===== src/rtl/pc_redirect_unit_pkg.sv =====
// Shared datapath constants and state type for the PC redirect unit.
//   PC_W / OFF_W     : program-counter and branch-offset widths
//   RESET_VECTOR_DEF : default PC value loaded on reset
//   state_t          : RUN (sequential fetch) / REDIRECT (one-cycle flush bubble)
package pc_redirect_unit_pkg;

  localparam int unsigned PC_W  = 16;
  localparam int unsigned OFF_W = 13;

  localparam logic [PC_W-1:0] RESET_VECTOR_DEF = 16'h0000;

  typedef enum logic {
    RUN      = 1'b0,
    REDIRECT = 1'b1
  } state_t;

endpackage : pc_redirect_unit_pkg


===== src/rtl/pc_redirect_unit_adder.sv =====
// pc_target_adder: combinational next-PC arithmetic.
//   pc         in  : current PC
//   branch_off in  : signed byte offset, bit 0 always 0
//   br_target  out : pc + sign-extended offset, mod 2^16, bit 0 forced low
//   pc_plus2   out : pc + 2, mod 2^16
module pc_target_adder
  import pc_redirect_unit_pkg::*;
(
  input  logic [PC_W-1:0]  pc,
  input  logic [OFF_W-1:0] branch_off,
  output logic [PC_W-1:0]  br_target,
  output logic [PC_W-1:0]  pc_plus2
);

  logic [PC_W-1:0] sext;

  assign sext      = {{(PC_W-OFF_W){branch_off[OFF_W-1]}}, branch_off};
  // Masking bit 0 keeps the target halfword-aligned even if an odd offset slips in.
  assign br_target = (pc + sext) & {{(PC_W-1){1'b1}}, 1'b0};
  assign pc_plus2  = pc + PC_W'(2);

endmodule : pc_target_adder


===== src/rtl/pc_redirect_unit.sv =====
// pc_redirect_unit: architectural PC register with branch/jump redirect and a
// one-cycle flush bubble after every accepted redirect.
//   clk, rst_n         : clock (rising edge), asynchronous active-low reset
//   stall              : hold PC and state
//   branch_req/_taken  : conditional branch request; taken qualifies req
//   branch_off         : signed word-aligned offset from the shift stage
//   jump_req/jump_addr : absolute jump (priority over branch)
//   pc, pc_plus2       : fetch address and its sequential successor
//   flush              : high while in the redirect bubble
//   misalign_err       : sticky, set when an odd jump target is accepted
//   redirect_cnt       : saturating count of accepted redirects
module pc_redirect_unit
  import pc_redirect_unit_pkg::*;
#(
  parameter logic [PC_W-1:0] RESET_VECTOR = RESET_VECTOR_DEF,
  parameter int unsigned     CNT_W        = 16
) (
  input  logic             clk,
  input  logic             rst_n,
  input  logic             stall,
  input  logic             branch_req,
  input  logic             branch_taken,
  input  logic [OFF_W-1:0] branch_off,
  input  logic             jump_req,
  input  logic [PC_W-1:0]  jump_addr,
  output logic [PC_W-1:0]  pc,
  output logic [PC_W-1:0]  pc_plus2,
  output logic             flush,
  output logic             misalign_err,
  output logic [CNT_W-1:0] redirect_cnt
);

  state_t          state_q;
  logic [PC_W-1:0] pc_q;
  logic [PC_W-1:0] br_target;
  logic [PC_W-1:0] jmp_target;
  logic            mis_q;
  logic [CNT_W-1:0] cnt_q;

  pc_target_adder u_adder (
    .pc         (pc_q),
    .branch_off (branch_off),
    .br_target  (br_target),
    .pc_plus2   (pc_plus2)
  );

  assign jmp_target = {jump_addr[PC_W-1:1], 1'b0};

  always_ff @(posedge clk or negedge rst_n) begin
    if (!rst_n) begin
      state_q <= RUN;
      pc_q    <= RESET_VECTOR;
      mis_q   <= 1'b0;
      cnt_q   <= '0;
    end else if (!stall) begin
      case (state_q)
        RUN: begin
          if (jump_req) begin
            pc_q    <= jmp_target;
            state_q <= REDIRECT;
            if (cnt_q != '1) cnt_q <= cnt_q + CNT_W'(1);
            if (jump_addr[0]) mis_q <= 1'b1;
          end else if (branch_req && branch_taken) begin
            pc_q    <= br_target;
            state_q <= REDIRECT;
            if (cnt_q != '1) cnt_q <= cnt_q + CNT_W'(1);
          end else begin
            pc_q <= pc_plus2;
          end
        end
        // Requests seen here belong to the squashed instruction.
        REDIRECT: begin
          pc_q    <= pc_plus2;
          state_q <= RUN;
        end
        default: state_q <= RUN;
      endcase
    end
  end

  assign pc           = pc_q;
  assign flush        = (state_q == REDIRECT);
  assign misalign_err = mis_q;
  assign redirect_cnt = cnt_q;

endmodule : pc_redirect_unit


===== config.mk =====
export PLATFORM = sky130hd
export DESIGN_NAME = pc_redirect_unit
export DESIGN_NICKNAME = d
export VERILOG_FILES = /design/src/rtl/pc_redirect_unit_pkg.sv /design/src/rtl/pc_redirect_unit_adder.sv /design/src/rtl/pc_redirect_unit.sv
export SDC_FILE = /design/constraint.sdc
export NUM_CORES = 1
export LEC_CHECK = 0
export ABC_CLOCK_PERIOD_IN_PS = 2800
export CORE_MARGIN = 5
export CORE_UTILIZATION = 48
export CTS_CLUSTER_DIAMETER = 30
export DETAILED_ROUTE_END_ITERATION = 8
export PLACE_DENSITY = 0.81
export SETUP_SLACK_MARGIN = 0.15
export SLEW_MARGIN = 0
export SYNTH_ARGS = -nofsm -noshare
export SYNTH_HDL_FRONTEND = slang
export SYNTH_HIERARCHICAL = 1
export SYNTH_SLANG_ARGS = --single-unit

===== constraint.sdc =====
create_clock -name clk -period 2.8 [get_ports clk]
set_input_delay 0.56 -clock clk [delete_from_list [all_inputs] [get_ports clk]]
set_output_delay 0.56 -clock clk [all_outputs]
set_load 0.02 [all_outputs]

==> reports/results.ini, run 1 <==
[synthesis]
yosysSeqAreaShare=0.298
yosysWarnings=6
synthAdderAreaFrac=0.0771
yosys.area_share.simple=0.290
synth-seq-cells=34
synthesis.area_um2=2860
synth_cells=333
synth_ff_type=dfrtp_1
avgSynthCellArea_um2=8.57
synth_top_family_by_area=simple AND/OR/NAND/NOR gates
synth-async-reset-ratio=1.00
synth_xor_area_frac=0.123
synth-edff-count=0
synthMuxAreaShare=0.00745
synth_compound_area_frac=0.169
ys_types=56
syn-num-nets=385

[critical_path]
rr_worst_depth=9
path_max_fanout=7
r2r_end=pc[14]
setup.worst_path.end=pc_plus2[12]
slowest_delay_ns=0.36
cp-end-kind=output pin
r2r_slack_ns=0.39
crit_path_top_delay_cell=dfrtp_1
start_kind=register
required_ns=2.24
critPathArrivalTime_ns=2.06
r2r-start=pc[0]
path_cells=buf_4, and3_1, nand3_1, nor2_2, and2_1, xor2_1, dlygate4sd2_1
crit_start=pc[1]
crit_type=reg -> out

[layout]
drive_gt1_frac=0.202
final_common_cell=clkdlybuf4s50_1
syn2layout_area_growth_pct=47.1
nNetsFinal=501
fin_util=0.718
fillers=448
n_antenna_cell=0
layout_common_cells=73 x clkdlybuf4s50_1, 54 x nor2_1, 41 x buf_4

[routing]
totalWireLength_um=8890
wl_met2_um=4340
dr_wl_met3_um=534
drt_first_pass_iters=5
routed_via_density=5.82
route.detailed.drc=0
top_layer_used=met4
wl_per_cell_um=16.9
postRouteAntennaNets=0
drt-met1-wl_um=3850
vias=3054
drt_iter0_drc=185

[floorplan]
start_util=0.488
fp.coreArea_um2=5850
dieArea_um2=7590
io_pins=85
die_w_um=87.1
row_count=28
dieHeight_um=87.1

[grt]
grt_pass1_vias=3025
grt-ovfl-total=0
antenna_found_initial=0
grt_pass1_wl_um=14500
grt_usage=0.239
grt_max_degree=35

[clock_tree]
root_buffer=clkbuf_8
cts_made_buffers=5
h-tree-depth=2
cts_tree=yes
clock-sinks=34
hold_buffers=0
cts_buffer_depth=2
clk_pin_slew_ns=0.07
postCtsSetupBuffers=0
clk_latency_ns=0.30

[sta]
drv_slew=0
setup_tns_ns=0
grt_setup_unrepaired=true
final.min_clock_period_ns=2.62
max_freq_mhz=382
hold_violations=0
setup_viol=0
fin_skew_ns=0.0105
whs_ns=0.481
min_period_over_period=0.935

[power]
pwr-share-comb=0.592
power.share.clock=0.145
seq_power_share=0.263
sw_frac_of_total=0.420
power_w=0.00270
power_per_cell_area_nw_per_um2=644
p_leak_nw=1.83
irDropWorstVdd_v=0.000503
netSwitchingPower_w=0.00113
power.internal_w=0.00157

[place]
port_buffers=84
routabilityCongestion=0.924
dp_hpwl_um=6540

[run_status]
status=finished clean

[flow_run]
drv_cap=0

[min_path]
hold_path_class=reg -> reg

==> critical path, delay by kind of cell, from the launching register on <==
kind / cells / cell delay [ns]
xor gates and xnor gates: 1 / 0.18
buffers and inverters: 2 / 0.53
DFF: 1 / 0.36
and+or+nand+nor: 4 / 0.69
==> state kept, by name, summed over array words and instances, names as in the netlist <==
signal        cells
redirect_cnt     16
pc               16
flush             1
misalign_err      1
==> layer usage <==
metal | vias up | GRT usage
li1 | 1423 | -
met1 | 1487 | 0.320
met2 | 126 | 0.397
met3 | 18 | 0.0331
met4 | 0 | 0.0809
met5 | - | 0
==> cell families after synthesis <==
| logic type | count (synthesis) |
|---|---|
| and+or+nand+nor | 162 |
| AOI/OAI and AO/OA | 56 |
| xor gates and xnor gates | 40 |
| DFF | 34 |
| buffers and inverters | 21 |
| adders and majority gates | 17 |
| muxes | 2 |
| other | 1 |
==> power groups by stage <==
stage	clock, W	combinational, W	sequential (W)
4_1_cts	0.000401	0.00155	0.000704
6_report	0.000393	0.00160	0.000712
5_1_grt	0.000417	0.00172	0.000731
3_3_place_gp	0	0.00152	0.000706
2_1_floorplan	0	0.000765	0.000812
3_5_place_dp	0	0.00155	0.000712
==> worst min-delay path by stage <==
| stage | startpoint | end | slack, ns | cells after the start |
|---|---|---|---|---|
| floorplan | rst_n | flush | 0.26 | 0 |
| global placement | misalign_err | misalign_err | 0.47 | 1 |
| detailed placement | misalign_err | misalign_err | 0.48 | 1 |
| CTS | misalign_err | misalign_err | 0.49 | 1 |
| global route | misalign_err | misalign_err | 0.51 | 1 |
| finish | misalign_err | misalign_err | 0.48 | 1 |
==> timing repair <==
action,CTS,global route
resized for setup,19,23
pin swaps,0,6
endpoints found under the setup margin,13,14
==> cell usage after synthesis (3+ instances only) <==
library cell   n  area share
a21o_1         6       0.016
buf_2          6       0.011
o21ai_0        6       0.011
xnor2_1       32       0.098
inv_1          5      0.0066
and2_1         4      0.0088
xor2_1         8       0.025
o41ai_2       10       0.057
nand2_1       33       0.043
a21oi_1       11       0.019
and3_1         8       0.018
or3_1          4      0.0088
nor2b_1        4      0.0088
nand4_1        7       0.015
and4_1         4       0.012
nor4b_1        3      0.0092
o41ai_1        6       0.018
clkbuf_1       5      0.0066
buf_4          3      0.0079
nand4b_1       3      0.0092
ha_1          16       0.070
nand3_1       19       0.033
nor2_1        56       0.074
dfrtp_1       34        0.30
==> cell type report <==
cell class                      count  area [um2]  area share
Sequential cell                    34         851       0.203
Timing Repair Buffer              125        1130       0.268
Multi-Input combinational cell    278        2020       0.481
Clock buffer                        7        86.3      0.0206
Inverter                            5        18.8     0.00447
Tap cell                           75        93.8      0.0223
Clock inverter                      1        5.00     0.00119
==> through the flow <==
step,setup WS [ns],instances,area [um2]
after detailed placement,-0.311,517,4020
after global routing,0.0734,525,4200
final,0.181,525,4200
after CTS,0.161,525,4130
after global placement,-0.173,517,4020
after floorplan,0.371,333,2860
Note: power is estimated with default switching activity, not from simulation.
==> run 2, diff against run 1 <==
--- a/config.mk
+++ b/config.mk
@@ -10,6 +10,7 @@
 export CORE_UTILIZATION = 48
 export CTS_CLUSTER_DIAMETER = 30
 export DETAILED_ROUTE_END_ITERATION = 8
+export MAX_ROUTING_LAYER = met4
 export PLACE_DENSITY = 0.81
 export SETUP_SLACK_MARGIN = 0.15
 export SLEW_MARGIN = 0
==> run 2 against run 1 <==
  * Clock skew is 0.0045 ns lower
  * Non-clock buffer count is 2 higher
  * Combinational power is 4% higher
==> reports/results.ini, run 2 (synthesis gave the netlist of run 1 again) <==
[routing]
drt_first_pass_iters=5
routed_via_density=5.94
vias=3125
postRouteAntennaNets=0
wl_met2_um=4740
totalWireLength_um=9600
top_layer_used=met4
dr_wl_met3_um=580
wl_per_cell_um=18.2
route.detailed.drc=0
drt-met1-wl_um=4080
drt_iter0_drc=232

[run_status]
status=finished clean

[layout]
fillers=434
syn2layout_area_growth_pct=47.7
regArea_um2=851
n_antenna_cell=0
layout_common_cells=74 x clkdlybuf4s50_1, 52 x nor2_1, 43 x buf_4
design_area_um2=4220
final_common_cell=clkdlybuf4s50_1
nNetsFinal=503
drive_gt1_frac=0.220
multi_input_area_um2=2050

[clock_tree]
clk_latency_ns=0.29
cts_made_buffers=5
root_buffer=clkbuf_8
cts_buffer_depth=2
clk_pin_slew_ns=0.08
cts_tree=yes
clock-sinks=34
h-tree-depth=2
hold_buffers=0

[power]
netSwitchingPower_w=0.00119
sw_frac_of_total=0.433
irDropWorstVdd_v=0.000529
p_leak_nw=1.83
power_per_cell_area_nw_per_um2=650
power.internal_w=0.00155
pwr-share-comb=0.608
power_w=0.00274
power.share.clock=0.132
seq_power_share=0.260

[grt]
antenna_found_initial=0
grt_pass1_vias=3202
grt_usage=0.258
grt_max_degree=35
grt_pass1_wl_um=15200
grt-ovfl-total=0

[floorplan]
dieHeight_um=87.1
io_pins=85
start_util=0.488
die_w_um=87.1
dieArea_um2=7590
row_count=28
fp.coreArea_um2=5850

[min_path]
whs_path_depth=1
holdPathEnd=misalign_err
worstHoldStart=misalign_err
hold_path_class=reg -> reg

[critical_path]
start_kind=primary input
cp-end-kind=register
crit_path_top_delay_cell=clkdlybuf4s50_1
r2r_slack_ns=0.32
r2r_end=pc[15]
critPathArrivalTime_ns=2.88
r2r-start=pc[6]
path_cells=clkdlybuf4s50_1, ha_2, and3_4, o211ai_1, and3b_2, buf_4, o21ai_1, xnor2_1, nor2_1, o41ai_2
crit_type=in -> reg
slowest_delay_ns=0.41
rr_worst_depth=9
path_max_fanout=6
required_ns=2.99

[sta]
grt_setup_unrepaired=true
final.min_clock_period_ns=2.68
fin_skew_ns=0.00598
min_period_over_period=0.959
setup_viol=0
worst_pin_slew_ns=0.463
drv_slew=0
max_freq_mhz=372
slew_headroom=0.684
hold_violations=0

[place]
placed_area_um2=4030
routabilityCongestion=0.983
dp_hpwl_um=6710
port_buffers=84

[flow_run]
drv_cap=0

run 2: cell types whose count changed in the layout (fill, tap and decap cells not counted), moves of 2 or more:
cell | before | now
clkbuf_2 | 4 | 7
nor2_1 | 54 | 52
dlygate4sd2_1 | 5 | 3
buf_4 | 41 | 43
run 2: layer usage:
metal / track usage / up-vias
met5: - / -
met4: 0.0697 / 0
met3: 0.0388 / 18
met2: 0.420 / 131
met1: 0.334 / 1549
li1: - / 1427
run 2: critical path: cells and delay by family:
family	cells	cell delay [ns]
AO/OA/AOI/OAI	3	0.65
AND/OR/NAND/NOR	3	0.57
XOR/XNOR	1	0.18
buffers and inverters	2	0.54
adder cells (fa/ha/maj)	1	0.37
run 2: power by group through the flow:
| stage | Combinational [W] | Clock, W | Sequential (W) |
|---|---|---|---|
| after floorplan | 0.000765 | 0 | 0.000812 |
| after global placement | 0.00153 | 0 | 0.000710 |
| after detailed placement | 0.00156 | 0 | 0.000711 |
| after CTS | 0.00157 | 0.000366 | 0.000705 |
| after global routing | 0.00178 | 0.000391 | 0.000730 |
| final | 0.00167 | 0.000362 | 0.000712 |
run 2: cell type report:
type                       count  area share
tap                           75      0.0222
inverter                       5     0.00445
clock inverter                 2     0.00237
sequential                    34       0.202
multi-input combinational    278       0.486
clock buffer                   5      0.0163
timing repair buffer         127       0.267
run 2: worst max-delay path by stage:
stage | from | end | cells past startpoint
6_report | branch_off[8] | pc[15] | 10
3_3_place_gp | branch_off[0] | pc[12] | 10
4_1_cts | pc[1] | pc_plus2[11] | 8
2_1_floorplan | branch_off[0] | pc[12] | 9
3_5_place_dp | branch_off[0] | pc[12] | 10
5_1_grt | branch_off[12] | pc[15] | 10
run 2: stage by stage:
stage	setup WS, ns	setup TNS (ns)	hold WS, ns	utilization	std cells
2_1_floorplan	0.371	0	0.264	-	333
3_3_place_gp	-0.172	-0.739	0.465	0.689	519
3_5_place_dp	-0.230	-1.10	0.475	0.689	519
4_1_cts	0.151	0	0.490	0.705	526
5_1_grt	0.00952	0	0.510	0.721	526
6_report	0.115	0	0.481	0.721	526
run 2: repair_timing:
| action | 4_1_cts | 5_1_grt |
|---|---|---|
| gates cloned | 0 | 0 |
| pin swaps | 0 | 6 |
| resized for setup | 16 | 36 |
| setup buffers | 0 | 0 |
| setup endpoints to repair | 14 | 17 |
